--- src/rtl/cpu_pkg.sv ---
// Shared decode types for the RV32I(+M/Zbb/F/Zicsr) front end: opcodes, operation enums and the
// decoded-instruction packet carried from the decode queue into ID/EX.
package cpu_pkg;

    localparam logic [6:0] OPC_LOAD     = 7'b0000011;
    localparam logic [6:0] OPC_LOAD_FP  = 7'b0000111;
    localparam logic [6:0] OPC_MISC_MEM = 7'b0001111;
    localparam logic [6:0] OPC_OP_IMM   = 7'b0010011;
    localparam logic [6:0] OPC_AUIPC    = 7'b0010111;
    localparam logic [6:0] OPC_STORE    = 7'b0100011;
    localparam logic [6:0] OPC_STORE_FP = 7'b0100111;
    localparam logic [6:0] OPC_OP       = 7'b0110011;
    localparam logic [6:0] OPC_LUI      = 7'b0110111;
    localparam logic [6:0] OPC_OP_FP    = 7'b1010011;
    localparam logic [6:0] OPC_BRANCH   = 7'b1100011;
    localparam logic [6:0] OPC_JALR     = 7'b1100111;
    localparam logic [6:0] OPC_JAL      = 7'b1101111;
    localparam logic [6:0] OPC_SYSTEM   = 7'b1110011;

    typedef enum logic [4:0] {
        ALU_ADD     = 5'd0,
        ALU_SUB     = 5'd1,
        ALU_SLL     = 5'd2,
        ALU_SLT     = 5'd3,
        ALU_SLTU    = 5'd4,
        ALU_XOR     = 5'd5,
        ALU_SRL     = 5'd6,
        ALU_SRA     = 5'd7,
        ALU_OR      = 5'd8,
        ALU_AND     = 5'd9,
        ALU_MUL     = 5'd10,
        ALU_MULH    = 5'd11,
        ALU_MULHSU  = 5'd12,
        ALU_MULHU   = 5'd13,
        ALU_ANDN    = 5'd14,
        ALU_ORN     = 5'd15,
        ALU_XNOR    = 5'd16,
        ALU_MIN     = 5'd17,
        ALU_MINU    = 5'd18,
        ALU_MAX     = 5'd19,
        ALU_MAXU    = 5'd20,
        ALU_SEXTB   = 5'd21,
        ALU_PASSB   = 5'd22,
        ALU_FADD    = 5'd23,
        ALU_FSUB    = 5'd24,
        ALU_RETURN1 = 5'd25
    } alu_op_e;

    typedef enum logic [1:0] {
        WB_ALU = 2'd0,
        WB_DM  = 2'd1,
        WB_PC4 = 2'd2,
        WB_CSR = 2'd3
    } wb_sel_e;

    typedef enum logic [1:0] {
        CSR_NONE = 2'd0,
        CSR_RW   = 2'd1,
        CSR_RS   = 2'd2,
        CSR_RC   = 2'd3
    } csr_sel_e;

    typedef enum logic [2:0] {
        DM_RD_NONE = 3'd0,
        DM_RD_LB   = 3'd1,
        DM_RD_LH   = 3'd2,
        DM_RD_LW   = 3'd3,
        DM_RD_LBU  = 3'd4,
        DM_RD_LHU  = 3'd5
    } dm_rd_e;

    typedef enum logic [1:0] {
        DM_WR_NONE = 2'd0,
        DM_WR_SB   = 2'd1,
        DM_WR_SH   = 2'd2,
        DM_WR_SW   = 2'd3
    } dm_wr_e;

    typedef struct packed {
        logic        illegal;
        alu_op_e     aluop;
        logic        alu_a_pc;
        logic        alu_b_imm;
        logic        fp_op;
        wb_sel_e     wb_sel;
        logic        wb_en;
        logic        wb_en_f;
        dm_rd_e      dm_read;
        dm_wr_e      dm_write;
        logic        jal;
        logic        jalr;
        logic        branch;
        logic [2:0]  br_funct3;
        csr_sel_e    csr_sel;
        logic        csr_imm;
        logic [11:0] csr_addr;
        logic [4:0]  rs1;
        logic [4:0]  rs2;
        logic [4:0]  rd;
        logic [31:0] imm;
    } decode_pkt_t;

endpackage

--- src/rtl/inst_decode_core.sv ---
// Purely combinational RV32I(+M/Zbb/F/Zicsr) instruction decoder with per-extension enables,
// illegal-instruction flagging and optional x0 write suppression.
module inst_decode_core
    import cpu_pkg::*;
#(
    parameter bit EN_M        = 1'b1,
    parameter bit EN_ZBB      = 1'b1,
    parameter bit EN_F        = 1'b1,
    parameter bit EN_CSR      = 1'b1,
    parameter bit SUPPRESS_X0 = 1'b1
) (
    input  logic [31:0] i_inst,
    output decode_pkt_t o_pkt
);

    logic [6:0]  opcode;
    logic [2:0]  funct3;
    logic [6:0]  funct7;
    logic [4:0]  funct5;
    logic [31:0] imm_i, imm_s, imm_b, imm_u, imm_j;
    logic        ill;
    decode_pkt_t pkt;

    assign opcode = i_inst[6:0];
    assign funct3 = i_inst[14:12];
    assign funct7 = i_inst[31:25];
    assign funct5 = i_inst[31:27];
    assign imm_i  = {{20{i_inst[31]}}, i_inst[31:20]};
    assign imm_s  = {{20{i_inst[31]}}, i_inst[31:25], i_inst[11:7]};
    assign imm_b  = {{19{i_inst[31]}}, i_inst[31], i_inst[7], i_inst[30:25], i_inst[11:8], 1'b0};
    assign imm_u  = {i_inst[31:12], 12'h000};
    assign imm_j  = {{11{i_inst[31]}}, i_inst[31], i_inst[19:12], i_inst[20], i_inst[30:21], 1'b0};

    always_comb begin
        pkt          = '0;
        ill          = 1'b0;
        pkt.rs1      = i_inst[19:15];
        pkt.rs2      = i_inst[24:20];
        pkt.rd       = i_inst[11:7];
        pkt.csr_addr = i_inst[31:20];
        pkt.aluop    = ALU_ADD;
        pkt.wb_sel   = WB_ALU;
        pkt.dm_read  = DM_RD_NONE;
        pkt.dm_write = DM_WR_NONE;
        pkt.csr_sel  = CSR_NONE;

        case (opcode)
            OPC_OP: begin
                pkt.wb_en = 1'b1;
                case (funct7)
                    7'b0000000: begin
                        case (funct3)
                            3'b000:  pkt.aluop = ALU_ADD;
                            3'b001:  pkt.aluop = ALU_SLL;
                            3'b010:  pkt.aluop = ALU_SLT;
                            3'b011:  pkt.aluop = ALU_SLTU;
                            3'b100:  pkt.aluop = ALU_XOR;
                            3'b101:  pkt.aluop = ALU_SRL;
                            3'b110:  pkt.aluop = ALU_OR;
                            default: pkt.aluop = ALU_AND;
                        endcase
                    end
                    7'b0100000: begin
                        case (funct3)
                            3'b000:  pkt.aluop = ALU_SUB;
                            3'b101:  pkt.aluop = ALU_SRA;
                            3'b111:  begin pkt.aluop = ALU_ANDN; ill = !EN_ZBB; end
                            3'b110:  begin pkt.aluop = ALU_ORN;  ill = !EN_ZBB; end
                            3'b100:  begin pkt.aluop = ALU_XNOR; ill = !EN_ZBB; end
                            default: ill = 1'b1;
                        endcase
                    end
                    7'b0000001: begin
                        // Only the multiply half of M is implemented; divides have no mapping.
                        if (!EN_M || funct3[2]) begin
                            ill = 1'b1;
                        end else begin
                            case (funct3[1:0])
                                2'b00:   pkt.aluop = ALU_MUL;
                                2'b01:   pkt.aluop = ALU_MULH;
                                2'b10:   pkt.aluop = ALU_MULHSU;
                                default: pkt.aluop = ALU_MULHU;
                            endcase
                        end
                    end
                    7'b0000101: begin
                        if (!EN_ZBB || !funct3[2]) begin
                            ill = 1'b1;
                        end else begin
                            case (funct3[1:0])
                                2'b00:   pkt.aluop = ALU_MIN;
                                2'b01:   pkt.aluop = ALU_MINU;
                                2'b10:   pkt.aluop = ALU_MAX;
                                default: pkt.aluop = ALU_MAXU;
                            endcase
                        end
                    end
                    default: ill = 1'b1;
                endcase
            end
            OPC_OP_IMM: begin
                pkt.wb_en     = 1'b1;
                pkt.alu_b_imm = 1'b1;
                pkt.imm       = imm_i;
                case (funct3)
                    3'b000: pkt.aluop = ALU_ADD;
                    3'b010: pkt.aluop = ALU_SLT;
                    3'b011: pkt.aluop = ALU_SLTU;
                    3'b100: pkt.aluop = ALU_XOR;
                    3'b110: pkt.aluop = ALU_OR;
                    3'b111: pkt.aluop = ALU_AND;
                    3'b001: begin
                        if (funct7 == 7'b0000000) begin
                            pkt.aluop = ALU_SLL;
                        end else if (EN_ZBB && i_inst[31:20] == 12'h604) begin
                            pkt.aluop = ALU_SEXTB;
                        end else begin
                            ill = 1'b1;
                        end
                    end
                    default: begin
                        if (funct7 == 7'b0000000)      pkt.aluop = ALU_SRL;
                        else if (funct7 == 7'b0100000) pkt.aluop = ALU_SRA;
                        else                           ill = 1'b1;
                    end
                endcase
            end
            OPC_LUI: begin
                pkt.wb_en     = 1'b1;
                pkt.aluop     = ALU_PASSB;
                pkt.alu_b_imm = 1'b1;
                pkt.imm       = imm_u;
            end
            OPC_AUIPC: begin
                pkt.wb_en     = 1'b1;
                pkt.alu_a_pc  = 1'b1;
                pkt.alu_b_imm = 1'b1;
                pkt.imm       = imm_u;
            end
            OPC_JAL: begin
                pkt.jal    = 1'b1;
                pkt.wb_en  = 1'b1;
                pkt.wb_sel = WB_PC4;
                pkt.imm    = imm_j;
            end
            OPC_JALR: begin
                ill           = (funct3 != 3'b000);
                pkt.jalr      = 1'b1;
                pkt.wb_en     = 1'b1;
                pkt.wb_sel    = WB_PC4;
                pkt.alu_b_imm = 1'b1;
                pkt.imm       = imm_i;
            end
            OPC_BRANCH: begin
                ill           = (funct3[2:1] == 2'b01);
                pkt.branch    = 1'b1;
                pkt.br_funct3 = funct3;
                pkt.aluop     = ALU_SUB;
                pkt.imm       = imm_b;
            end
            OPC_LOAD: begin
                pkt.wb_en     = 1'b1;
                pkt.wb_sel    = WB_DM;
                pkt.alu_b_imm = 1'b1;
                pkt.imm       = imm_i;
                case (funct3)
                    3'b000:  pkt.dm_read = DM_RD_LB;
                    3'b001:  pkt.dm_read = DM_RD_LH;
                    3'b010:  pkt.dm_read = DM_RD_LW;
                    3'b100:  pkt.dm_read = DM_RD_LBU;
                    3'b101:  pkt.dm_read = DM_RD_LHU;
                    default: ill = 1'b1;
                endcase
            end
            OPC_STORE: begin
                pkt.alu_b_imm = 1'b1;
                pkt.imm       = imm_s;
                case (funct3)
                    3'b000:  pkt.dm_write = DM_WR_SB;
                    3'b001:  pkt.dm_write = DM_WR_SH;
                    3'b010:  pkt.dm_write = DM_WR_SW;
                    default: ill = 1'b1;
                endcase
            end
            OPC_MISC_MEM: ill = (funct3[2:1] != 2'b00);
            OPC_LOAD_FP: begin
                ill           = !EN_F || (funct3 != 3'b010);
                pkt.fp_op     = 1'b1;
                pkt.wb_en_f   = 1'b1;
                pkt.wb_sel    = WB_DM;
                pkt.dm_read   = DM_RD_LW;
                pkt.alu_b_imm = 1'b1;
                pkt.imm       = imm_i;
            end
            OPC_STORE_FP: begin
                ill           = !EN_F || (funct3 != 3'b010);
                pkt.fp_op     = 1'b1;
                pkt.dm_write  = DM_WR_SW;
                pkt.alu_b_imm = 1'b1;
                pkt.imm       = imm_s;
            end
            OPC_OP_FP: begin
                pkt.fp_op   = 1'b1;
                pkt.wb_en_f = 1'b1;
                if (!EN_F || i_inst[26:25] != 2'b00) begin
                    ill = 1'b1;
                end else begin
                    case (funct5)
                        5'b00000: pkt.aluop = ALU_FADD;
                        5'b00001: pkt.aluop = ALU_FSUB;
                        default:  ill = 1'b1;
                    endcase
                end
            end
            OPC_SYSTEM: begin
                // funct3 000 (ecall/ebreak/xret) is legal but touches no CSR or register.
                if (!EN_CSR || funct3 == 3'b100) begin
                    ill = 1'b1;
                end else if (funct3 != 3'b000) begin
                    pkt.csr_sel = csr_sel_e'(funct3[1:0]);
                    pkt.csr_imm = funct3[2];
                    pkt.wb_sel  = WB_CSR;
                    pkt.wb_en   = 1'b1;
                end
            end
            default: ill = 1'b1;
        endcase

        if (i_inst[1:0] != 2'b11) ill = 1'b1;

        if (ill) begin
            pkt.aluop    = ALU_RETURN1;
            pkt.wb_sel   = WB_ALU;
            pkt.wb_en    = 1'b0;
            pkt.wb_en_f  = 1'b0;
            pkt.dm_read  = DM_RD_NONE;
            pkt.dm_write = DM_WR_NONE;
            pkt.jal      = 1'b0;
            pkt.jalr     = 1'b0;
            pkt.branch   = 1'b0;
            pkt.csr_sel  = CSR_NONE;
        end
        pkt.illegal = ill;

        if (SUPPRESS_X0 && pkt.rd == 5'd0) pkt.wb_en = 1'b0;
    end

    assign o_pkt = pkt;

endmodule

--- src/rtl/decode_stage_q.sv ---
// Registered decode stage: instructions are decoded on enqueue into a DEPTH-entry FIFO and
// presented in order to ID/EX with valid/ready handshaking and a flush.
module decode_stage_q
    import cpu_pkg::*;
#(
    parameter int unsigned DEPTH       = 2,
    parameter int unsigned PC_W        = 32,
    parameter bit          EN_M        = 1'b1,
    parameter bit          EN_ZBB      = 1'b1,
    parameter bit          EN_F        = 1'b1,
    parameter bit          EN_CSR      = 1'b1,
    parameter bit          SUPPRESS_X0 = 1'b1
) (
    input  logic                     i_clk,
    input  logic                     i_rst_n,
    input  logic                     i_flush,
    input  logic                     i_valid,
    output logic                     o_ready,
    input  logic [PC_W-1:0]          i_pc,
    input  logic [31:0]              i_inst,
    output logic                     o_valid,
    input  logic                     i_ready,
    output logic [PC_W-1:0]          o_pc,
    output decode_pkt_t              o_pkt,
    output logic [$clog2(DEPTH):0]   o_count
);

    localparam int unsigned PW = $clog2(DEPTH);
    localparam int unsigned CW = PW + 1;

    logic [PW-1:0]   wr_ptr_q, wr_ptr_d;
    logic [PW-1:0]   rd_ptr_q, rd_ptr_d;
    logic [CW-1:0]   count_q, count_d;
    logic [PC_W-1:0] pc_mem_q  [DEPTH];
    decode_pkt_t     pkt_mem_q [DEPTH];
    decode_pkt_t     dec_pkt;
    logic            push, pop;

    inst_decode_core #(
        .EN_M        (EN_M),
        .EN_ZBB      (EN_ZBB),
        .EN_F        (EN_F),
        .EN_CSR      (EN_CSR),
        .SUPPRESS_X0 (SUPPRESS_X0)
    ) u_core (
        .i_inst (i_inst),
        .o_pkt  (dec_pkt)
    );

    // Ready depends on occupancy only, so a full queue never accepts even when popping.
    assign o_ready = (count_q != CW'(DEPTH));
    assign o_valid = (count_q != '0);
    assign o_count = count_q;
    assign o_pc    = pc_mem_q[rd_ptr_q];
    assign o_pkt   = pkt_mem_q[rd_ptr_q];

    always_comb begin
        push     = i_valid && o_ready && !i_flush;
        pop      = o_valid && i_ready && !i_flush;
        wr_ptr_d = wr_ptr_q;
        rd_ptr_d = rd_ptr_q;
        count_d  = count_q;
        if (i_flush) begin
            wr_ptr_d = '0;
            rd_ptr_d = '0;
            count_d  = '0;
        end else begin
            if (push) wr_ptr_d = wr_ptr_q + PW'(1);
            if (pop)  rd_ptr_d = rd_ptr_q + PW'(1);
            count_d = count_q + CW'(push) - CW'(pop);
        end
    end

    always_ff @(posedge i_clk or negedge i_rst_n) begin
        if (!i_rst_n) begin
            wr_ptr_q <= '0;
            rd_ptr_q <= '0;
            count_q  <= '0;
        end else begin
            wr_ptr_q <= wr_ptr_d;
            rd_ptr_q <= rd_ptr_d;
            count_q  <= count_d;
        end
    end

    always_ff @(posedge i_clk or negedge i_rst_n) begin
        if (!i_rst_n) begin
            for (int i = 0; i < int'(DEPTH); i++) begin
                pc_mem_q[i]  <= '0;
                pkt_mem_q[i] <= '0;
            end
        end else if (push) begin
            pc_mem_q[wr_ptr_q]  <= i_pc;
            pkt_mem_q[wr_ptr_q] <= dec_pkt;
        end
    end

endmodule

--- config.mk ---
export PLATFORM = sky130hd
export DESIGN_NAME = decode_stage_q
export DESIGN_NICKNAME = d
export VERILOG_FILES = /design/src/rtl/cpu_pkg.sv /design/src/rtl/inst_decode_core.sv /design/src/rtl/decode_stage_q.sv
export SDC_FILE = /design/constraint.sdc
export NUM_CORES = 1
export LEC_CHECK = 0
export CAP_MARGIN = 20
export CORE_MARGIN = 5
export CORE_UTILIZATION = 39
export DETAILED_ROUTE_END_ITERATION = 12
export GPL_TIMING_DRIVEN = 0
export PLACE_DENSITY_LB_ADDON = 0.1
export SLEW_MARGIN = 20
export SYNTH_ARGS = -nofsm -noshare
export SYNTH_HDL_FRONTEND = slang
export SYNTH_SLANG_ARGS = --single-unit
export TNS_END_PERCENT = 5
--- constraint.sdc ---
create_clock -name i_clk -period 2.07 [get_ports i_clk]
set_input_delay 0.414 -clock i_clk [delete_from_list [all_inputs] [get_ports i_clk]]
set_output_delay 0.414 -clock i_clk [all_outputs]
set_load 0.05 [all_outputs]
==> flow_summary.json <==
{
  "wl_per_cell_um": 19.8,
  "yosysTopAreaCellShare_pct": 51.3,
  "holdCritPathClass": "primary input to register",
  "path_buf_inv": 4,
  "max_freq_mhz": 418,
  "grt_max_degree": 96,
  "async_flop_share_pct": 100,
  "drt_pass1_iterations": 5,
  "syn_inst": 1249,
  "ys_ff_latch": 230,
  "cts_sinks": 230,
  "grt_pass1_wl_um": 57900,
  "ys.flop_type": "dfrtp_1",
  "finalCritPeriodShare_pct": 115,
  "io_buffers": 187,
  "synth_fp_nets": 1325,
  "avgSynthCellArea_sq_um": 8.98,
  "arrival_ps": 1980,
  "slowest_stage": "dfrtp_2",
  "drc": 0,
  "start_util_pct": 39.3,
  "grt_usage_pct": 22.1,
  "vias_per_cell": 5.24,
  "insertion_delay_ps": 520,
  "power.density_mw_per_mm2": 1150,
  "min_period_ps": 2390,
  "clk_path_buf_depth": 3,
  "die_w_um": 180,
  "timing.final.ws_setup_ps": -320,
  "die-area_sq_mm": 0.0322,
  "ir_drop_v": 0.000614,
  "rows": 62,
  "synth_edf_count": 0,
  "finalSetupViolations": 119,
  "required_ps": 1660,
  "grt_overflow": 0,
  "endpoint_kind": "output pin",
  "violations": "setup timing",
  "relSlewSlack_pct": 58.3,
  "slew_viol_final": 0,
  "synth_commonest_cells": "nand2_1 (451), dfrtp_1 (230), mux2_2 (113)",
  "leakage_nw": 7.25,
  "start_kind": "register",
  "path_max_fanout": 6,
  "drive_gt1_share_pct": 27.9,
  "yosysMostFrequentCell": "nand2_1",
  "area_growth_pct": 35.8,
  "whs_ps": 172,
  "synth_largest_area_cell": "dfrtp_1",
  "cts_buffers": 26,
  "cts_htree_levels": 1,
  "status": "finished, violations left",
  "cts-root-buf": "clkbuf_16",
  "n_fill_cell": 2667,
  "io_pins": 191,
  "netlist_area_sq_mm": 0.0112,
  "crit_type": "register to output pin",
  "yosysWarnings": 0,
  "nets": 1556,
  "place_congestion": 0.915,
  "clock_skew_ps": 16.0,
  "ys_types": 58,
  "via_count": 9828,
  "cp_slowest_stage_delay_ps": 480,
  "ys_top_cells_by_area": "dfrtp_1 (51%), nand2_1 (15%), mux2_2 (11%)",
  "yosysSeqAreaShare_pct": 51.3,
  "cp_top_family": "buffers and inverters",
  "clk_pin_slew_ps": 60,
  "hold_viol": 0,
  "maxCapViolCount": 0,
  "antenna_found_initial": 2,
  "cp_cell_sequence": "clkbuf_16 > clkbuf_16 > mux2_4 > buf_6 > buf_8",
  "grt_pass1_vias": 9857,
  "worstMarginPinSlew_ps": 626,
  "totalWireLength_um": 37100,
  "place_ws_ps": -1500,
  "drt-initial-drc-count": 564,
  "die_h_um": 180,
  "antenna_left": 0,
  "core_area_sq_mm": 0.0285,
  "crit_top_cell": "clkbuf_16",
  "rsz0062_at_grt": "true",
  "hpwl_um": 25700,
  "tritoncts": "done"
}
==> final cells by class <==
cell class,instances,area (sq um),area share (%)
antenna,1,2.50,0.0164
buffer,87,713,4.68
clock buffer,37,733,4.82
clock inverter,3,17.5,0.115
inverter,10,41.3,0.271
multi-input combinational,915,5350,35.1
sequential,230,5760,37.8
tap,384,480,3.16
timing repair buffer,210,2130,14.0
==> stage by stage <==
step | utilization, % | cells | setup TNS [ps] | area [sq um] | total power [mW]
after CTS | 52.1 | 1864 | -40750 | 14900 | 17.6
after global placement | 47.6 | 1820 | -2551830 | 13600 | 12.8
after global routing | 53.3 | 1877 | -35410 | 15200 | 18.4
final | 53.3 | 1877 | -29360 | 15200 | 17.5
after detailed placement | 47.8 | 1822 | -351580 | 13700 | 12.9
after floorplan | - | 1249 | -2430 | 11200 | 10.7
==> worst min-delay path, cell delays in order <==
cell	delay, ps
buf_8	130
nand2_1	60
nand2_1	40
==> per-layer routing <==
layer / vias to the layer above / wire length, um / global-route usage, %
li1: 4654 / - / -
met1: 4801 / 16700 / 31.3
met2: 307 / 17200 / 35.9
met3: 66 / 2130 / 3.44
met4: 0 / 1100 / 5.85
met5: - / 0 / 0
==> power breakdown <==
group	total (mW)	switching (mW)	leakage (nW)	internal [mW]
Combinational	7.10	4.43	3.92	2.67
Clock	4.18	1.76	0.365	2.42
Sequential	6.22	0.593	2.96	5.62
Total	17.5	6.78	7.25	10.7
==> logic make-up after synthesis <==
family	share of synthesized area, %
AOI/OAI and AO/OA	11.4
xor gates and xnor gates	0.312
adders and majority gates	0.781
buffers and inverters	3.93
DFF	51.3
muxes	11.3
and+or+nand+nor	20.9
==> what timing repair did <==
item	in CTS	in global routing
hold endpoints to repair	67	0
pin swaps	2	13
hold buffers	1	0
resized for setup	864	111
setup endpoints to repair	337	311
cloned	3	1
setup buffers	2	14
==> path summary, 6_finish.rpt <==
path	from	end	slack, ps	cells past startpoint
worst max register to register	o_count[0]	pkt_mem_q[140]	90	7
worst min-delay path	i_inst[26]	pkt_mem_q[53]	170	3
max in group asynchronous	i_rst_n	pc_mem_q[40]	710	3
min in group asynchronous	i_rst_n	pc_mem_q[22]	460	2
worst max-delay path	rd_ptr_q	o_pkt[47]	-320	5
worst min register to register	pc_mem_q[17]	pc_mem_q[17]	470	2
==> registers in the layout, indices dropped and copies added, names as in the netlist <==
signal	flops
pkt_mem_q	162
pc_mem_q	64
o_count	2
rd_ptr_q	1
wr_ptr_q	1
==> cells in the final DEF, fill, tap and decap left out, drive strengths merged, types with 20 or more instances in the layout <==
cell,count
dfrtp,230
a21oi,49
mux2,113
clkbuf,109
clkdlybuf4s50,45
buf,147
o21ai,89
nand2,451
nor2,65
o31ai,20
No activity file was read; power rests on OpenSTA's default activity.
